### src/rtl/play_btn_pkg.sv
// Shared types and default timing for the play-button controller.
// Defaults assume a 50 MHz clock.
package play_btn_pkg;

  localparam int unsigned CLK_HZ = 50_000_000;

  localparam int unsigned DEBOUNCE_CYC_DEF = CLK_HZ / 50;
  localparam int unsigned LONG_PRESS_CYC_DEF = CLK_HZ;
  localparam int unsigned REPEAT_CYC_DEF = CLK_HZ * 8;

  localparam int CNT_W = 32;

  typedef logic [CNT_W-1:0] cnt_t;

  typedef enum logic [1:0] {
    IDLE,
    HELD,
    LONG_DONE
  } btn_state_e;

endpackage

### src/rtl/btn_debounce.sv
// Two-flop synchronizer followed by a stable-sample debouncer.
// pressed_o follows the input once it has held a new level long enough.
module btn_debounce
  import play_btn_pkg::*;
#(
  parameter int unsigned DEBOUNCE_CYC = DEBOUNCE_CYC_DEF
) (
  input  logic clk_i,
  input  logic rst_ni,
  input  logic btn_i,
  output logic pressed_o
);

  localparam cnt_t DB_LAST = cnt_t'(DEBOUNCE_CYC - 1);

  logic sync1_q, sync2_q;
  logic pressed_q, pressed_d;
  cnt_t cnt_q, cnt_d;

  always_comb begin
    cnt_d = '0;
    pressed_d = pressed_q;
    if (sync2_q != pressed_q) begin
      if (cnt_q == DB_LAST) begin
        pressed_d = sync2_q;
      end else begin
        cnt_d = cnt_q + cnt_t'(1);
      end
    end
  end

  always_ff @(posedge clk_i or negedge rst_ni) begin
    if (!rst_ni) begin
      sync1_q <= 1'b0;
      sync2_q <= 1'b0;
      pressed_q <= 1'b0;
      cnt_q <= '0;
    end else begin
      sync1_q <= btn_i;
      sync2_q <= sync1_q;
      pressed_q <= pressed_d;
      cnt_q <= cnt_d;
    end
  end

  assign pressed_o = pressed_q;

endmodule

### src/rtl/play_button_ctrl.sv
// Play button: debounced press pulse, long-press repeat toggle, auto-replay.
// Repeat logic is compiled in only when PLAY_BTN_REPEAT_EN is defined.
module play_button_ctrl
  import play_btn_pkg::*;
#(
  parameter int unsigned DEBOUNCE_CYC = DEBOUNCE_CYC_DEF,
  parameter int unsigned LONG_PRESS_CYC = LONG_PRESS_CYC_DEF,
  parameter int unsigned REPEAT_CYC = REPEAT_CYC_DEF
) (
  input  logic clk_50MHz,
  input  logic rst_n,
  input  logic btn,
  output logic play,
  output logic pressed,
  output logic repeat_on
);

  if (DEBOUNCE_CYC < 1 || LONG_PRESS_CYC < 2 || REPEAT_CYC < 2)
  begin : g_bad_cfg
    $error("play_button_ctrl: cycle parameters out of range");
  end

  btn_state_e state_q, state_d;
  logic prev_q;
  logic play_q, play_d;
  logic rise, fall;

  btn_debounce #(
    .DEBOUNCE_CYC(DEBOUNCE_CYC)
  ) u_debounce (
    .clk_i    (clk_50MHz),
    .rst_ni   (rst_n),
    .btn_i    (btn),
    .pressed_o(pressed)
  );

  assign rise = pressed & ~prev_q;
  assign fall = ~pressed & prev_q;

`ifdef PLAY_BTN_REPEAT_EN
  localparam cnt_t LONG_LAST = cnt_t'(LONG_PRESS_CYC - 1);
  localparam cnt_t REP_LAST = cnt_t'(REPEAT_CYC - 1);

  cnt_t hold_q, hold_d;
  cnt_t rep_q, rep_d;
  logic repeat_q, repeat_d;
  logic wrap;

  always_comb begin
    state_d = state_q;
    hold_d = hold_q;
    repeat_d = repeat_q;
    rep_d = '0;
    wrap = 1'b0;
    unique case (state_q)
      IDLE: begin
        if (rise) begin
          state_d = HELD;
          hold_d = '0;
        end
      end
      HELD: begin
        if (fall) begin
          state_d = IDLE;
        end else begin
          hold_d = hold_q + cnt_t'(1);
          if (hold_d == LONG_LAST) begin
            state_d = LONG_DONE;
            repeat_d = ~repeat_q;
          end
        end
      end
      LONG_DONE: begin
        if (fall) state_d = IDLE;
      end
      default: state_d = IDLE;
    endcase
    if (repeat_q) begin
      if (rep_q == REP_LAST) begin
        wrap = 1'b1;
      end else begin
        rep_d = rep_q + cnt_t'(1);
      end
    end
    // A press restarts the replay period so the two never double up.
    if (rise || (repeat_d && !repeat_q)) rep_d = '0;
    play_d = (rise | wrap) & ~play_q;
  end

  always_ff @(posedge clk_50MHz or negedge rst_n) begin
    if (!rst_n) begin
      hold_q <= '0;
      rep_q <= '0;
      repeat_q <= 1'b0;
    end else begin
      hold_q <= hold_d;
      rep_q <= rep_d;
      repeat_q <= repeat_d;
    end
  end

  assign repeat_on = repeat_q;
`else
  always_comb begin
    state_d = state_q;
    unique case (state_q)
      IDLE: if (rise) state_d = HELD;
      HELD: if (fall) state_d = IDLE;
      default: state_d = IDLE;
    endcase
    play_d = rise & ~play_q;
  end

  assign repeat_on = 1'b0;
`endif

  always_ff @(posedge clk_50MHz or negedge rst_n) begin
    if (!rst_n) begin
      state_q <= IDLE;
      prev_q <= 1'b0;
      play_q <= 1'b0;
    end else begin
      state_q <= state_d;
      prev_q <= pressed;
      play_q <= play_d;
    end
  end

  assign play = play_q;

endmodule

### config.mk
export PLATFORM = sky130hd
export DESIGN_NAME = play_button_ctrl
export DESIGN_NICKNAME = d
export VERILOG_FILES = /design/src/rtl/play_btn_pkg.sv /design/src/rtl/btn_debounce.sv /design/src/rtl/play_button_ctrl.sv
export SDC_FILE = /design/constraint.sdc
export NUM_CORES = 1
export LEC_CHECK = 0
export CORE_MARGIN = 5
export CORE_UTILIZATION = 55
export DETAILED_ROUTE_END_ITERATION = 10
export PLACE_DENSITY = 0.81
export SYNTH_ARGS = -nofsm -noshare
export SYNTH_HDL_FRONTEND = slang
export SYNTH_HIERARCHICAL = 1
export SYNTH_SLANG_ARGS = --single-unit
### constraint.sdc
create_clock -name clk_50MHz -period 2.4 [get_ports clk_50MHz]
set_clock_uncertainty 0.05 [all_clocks]
set_input_delay 0.48 -clock clk_50MHz [delete_from_list [all_inputs] [get_ports clk_50MHz]]
set_output_delay 0.48 -clock clk_50MHz [all_outputs]
set_load 0.02 [all_outputs]
# After elaboration in Yosys (flattened, before gate mapping)
# Cells that the tools add are included.
# op_classes
add_sub_neg,1
mul,0
div_mod_pow,0
magnitude_cmp,0
n_eq_ne,2
shift,0
muxes,2
bitwise_logic,4
reduce_logical,1
# op_table
op,n
$mux W32,2
$add A32 B1 Y32 const B,1
$eq A32 B20 Y1 const B,1
$and A1 B1 Y1,2
$not A1 Y1,2
$reduce_and A2 Y1,1
$ne A1 B1 Y1,1
# totals
register_bits,37
latchBits,0
ram_bits,0
mem_bits_ro,0
in_bits,3
out_inout_bits,3
word_cells,16
n_memories,0

# Depth between registers and ports, before layout
# depth
depth_word,3
ltp_mapped,6

# Hierarchy
# The synthesis kept the hierarchy.
# by_module_without_submodules
module,n_inst,cells_per_inst,area_each_um2,seq_area_each_um2
btn_debounce,1,189,1819.2,875.8
play_button_ctrl,1,5,73.8,50.0

# Worst setup path before layout
# OpenSTA, ideal clock, no wires.
# synth_timing
path_type,reg-to-reg
from,register u_debounce.cnt_q[6]
to,register u_debounce.cnt_q[10]
setup_time_ns,0.132
arrival_ns,1.634
setup_slack_ns,0.584
path_stages_with_launch,6
path_cell_list,dfrtp_1 -> nor4b_1 -> nand4_1 -> o31ai_1 -> clkbuf_1 -> nor2_1
# synth_between
elab_chain_len,3
# synth_rtl
element,line,source
start: declaration,btn_debounce.sv:18,"cnt_t cnt_q, cnt_d;"
start signal: assignment,btn_debounce.sv:42,cnt_q <= cnt_d;
$add A32 B1 Y32 or $eq A32 B20 Y1 (tied branches),"btn_debounce.sv:27, btn_debounce.sv:24",
$mux W32 (*),btn_debounce.sv:24,if (cnt_q == DB_LAST) begin
$mux W32 (*),btn_debounce.sv:23,if (sync2_q != pressed_q) begin
net u_debounce.cnt_d[10],btn_debounce.sv:18,
# Mark *: on every way through the listed nets, which the timed path passes. The rest lies on a longest branch.
# A chain may end at the register's enable or synchronous reset.

# Final worst setup path
# layout_timing
from,register u_debounce.cnt_q[0]
to,register u_debounce.cnt_q[28]
# The elaborated chain is that of the path after synthesis.

==> key figures <==
Placed design
  – Post-Place Cells: 237
  – Placed wire-length estimate: 2800 um
  – Port Buf Inserts: 4
  – Routability cong.: 0.829

CTS
  – CTS tree: built
  – Clock sinks: 37
  – Clock tree root driver cell: clkbuf_4
  – Clk slew on worst S/H paths: 0.11 ns
  – CTS Buf Count: 5
  – Post-CTS Setup Inserts: 0
  – Number of hold buffers added after cts: 0
  – Post-CTS resize count: 0
  – Clock buffer depth: 2
  – Clk_lat worst skew: 0.33 ns
  – # H-tree levels: 2

Global route
  – Gr usage total: 19.0%
  – Initial antenna violation count: 0
  – Vias in the first global route: 1577
  – Grt total ovfl: 0
  – First-pass GRT wire length: 6820 um
  – Pin count of the biggest net entering global routing: 38

Worst hold path
  – Hold Crit Class: reg2reg

STA
  – FMAX: 478 MHz
  – Fin. max-slew vios: 0
  – Fin Hold WS: 0.312 ns
  – Final setup vio count: 0
  – Tcrit/Tclk final: 87.1%
  – Final TNS setup: 0 ns
  – Minimum clock period after layout: 2.09 ns
  – Hold Violations, Final: 0
  – RSZ-0062 raised after global routing: false

Setup path
  – Critical Path Max Stage Delay: 0.58 ns
  – Worst path required time: 2.62 ns
  – Critical path class: reg2reg
  – Critical Path AT: 2.31 ns
  – Worst-path cell chain: ha_1 > and4_1 > nand4_1 > or4_1 > a21oi_1
  – Worst-path fanout max: 9
  – CP top delay family: simple AND/OR/NAND/NOR gates
  – Crit end category: flop
  – Critical-path top delay cell: or4_1
  – Crit path buffers/inverters: 0
  – Nature of the critical path startpoint: flop

Finish
  – Area growth from synthesis to layout: 7.20%
  – FILL cells: 284
  – Area of the multi-input gates: 932 sq um
  – N_diodes: 0
  – Layout cell share with drive strength beyond 1: 10.1%
  – Fin cells: 245
  – Sequential cell area: 926 sq um
  – Nets@finish: 202

Synthesis
  – Post-synthesis mux area share: 0.595%
  – Post-synth EDFFs: 0
  – Sequential share of the synthesized area: 48.9%
  – Area leader, netlist: dfrtp_1
  – Xor and xnor area share after synthesis: 6.48%
  – Synthesis-stage register bit count: 37
  – Syn Nets: 198
  – Adder-Cell Fraction of Synth Area: 0.661%
  – Dominant synthesized flop cell: dfrtp_1
  – Largest family of logic cells by synthesized area: simple AND/OR/NAND/NOR gates
  – Largest cells by area after synthesis: dfrtp_1 (49%), a21oi_1 (4.5%), o31ai_1 (4.4%)
  – Post-Synth Simple-Gate Area: 29.7%
  – Post-Synthesis Cells: 194
  – Average size of a mapped cell: 9.76 sq um
  – Commonest cells post-synth: dfrtp_1 (37), a21oi_1 (17), nor2_1 (17)
  – Synth Area in Compound Gates: 10.9%
  – Mapped Area: 1890 sq um
  – Post-synth top area share: 48.9%
  – FFs w/ async S/R, synth: 100%
  – Cell with the most instances after synthesis: dfrtp_1
  – YS warnings: 6
  – Synth cell types: 36

Floorplanning
  – CORE AREA: 3340 sq um
  – Core Rows: 21
  – Die W: 68.7 um
  – DIE AREA: 4720 sq um
  – Initial Util: 56.7%
  – I/O pins: 6
  – Die span in y: 68.7 um

Routing
  – DR WL met3: 282 um
  – Antenna Nets Post-Route: 0
  – Vias: 1565
  – Post-Route WL: 3950 um
  – DRT Pass-1 Iters: 4
  – Avg WL per Cell: 16.1 um
  – Drt drc: 0
  – Via density: 6.39
  – DR WL met2: 1900 um
  – WL met1: 1690 um
  – Initial DRC Count: 216
  – Top sig layer: met4

Status
  – Status: finished clean

Job
  – Max-Cap Viols: 0

Power
  – Total Power: 0.975 mW
  – Leakage: 0.781 nW
  – Pwr per Cell Area: 480 nW/um^2
  – Maximum vdd drop: 0.000365 V
[path summary, 6_finish.rpt]
path | from | end | slack (ns) | depth (start not counted)
setup / recovery | u_debounce/cnt_q[0] | u_debounce/cnt_q[28] | 0.31 | 5
hold / removal | u_debounce/sync1_q | u_debounce/sync2_q | 0.31 | 0
setup reg to reg | u_debounce/cnt_q[0] | u_debounce/cnt_q[28] | 0.31 | 5
hold reg to reg | u_debounce/sync1_q | u_debounce/sync2_q | 0.31 | 0
max in group asynchronous | rst_n | u_debounce/cnt_q[11] | 1.47 | 2
min in group asynchronous | rst_n | u_debounce/cnt_q[17] | 0.50 | 2
[per-layer routing]
layer	up-vias	track usage, %
li1	726	-
met1	754	24.3
met2	71	31.2
met3	14	4.70
met4	0	6.95
met5	-	0
[cells by family (layout without fill, tap and decap cells)]
kind of cell | count (synthesis) | count (layout)
AOI/OAI and AO/OA | 35 | 35
adders and majority gates | 1 | 1
and+or+nand+nor | 94 | 94
other | 1 | 1
buffers and inverters | 11 | 16
DFF | 37 | 37
muxes | 1 | 1
xor gates and xnor gates | 14 | 14
[sequential cells by signal, indices dropped and copies added (netlist names)]
name and flops:
u_debounce/sync2_q 1, prev_q 1, play 1, u_debounce/cnt_q 32, u_debounce/sync1_q 1, u_debounce/pressed_o 1
[final cells by class]
cell class | instances | area share [%]
well taps | 46 | 2.84
flip-flops and latches | 37 | 45.6
clock buffers | 6 | 2.03
multi-input cells | 146 | 45.9
repair buffers | 6 | 2.71
inverters | 2 | 0.370
clock inverters | 2 | 0.493
[power breakdown]
part / total, mW / internal, mW / switching, mW / leakage (nW)
Clock: 0.305 / 0.112 / 0.193 / 0.0320
Combinational: 0.0365 / 0.0104 / 0.0261 / 0.239
Sequential: 0.633 / 0.629 / 0.00447 / 0.510
[placed cells by master, fill, tap and decap left out, types with 6 or more instances in the layout]
cell type  instances
o31ai_1           10
o21ai_0            6
nor2_1            17
xor2_1             9
nand4_1           10
or4_1             11
a21oi_1           17
nand3_1            7
nand2_1           15
dfrtp_1           37
[per-stage QoR]
| stage | cell area, sq um | setup WS (ns) | utilization (%) |
|---|---|---|---|
| after floorplan | 1890 | 0.584 | - |
| after global placement | 1980 | 0.434 | 59.3 |
| after detailed placement | 1980 | 0.366 | 59.3 |
| after CTS | 2030 | 0.349 | 60.8 |
| after global routing | 2030 | 0.154 | 60.8 |
| final | 2030 | 0.309 | 60.8 |
Power figures use the tool's default switching activity.
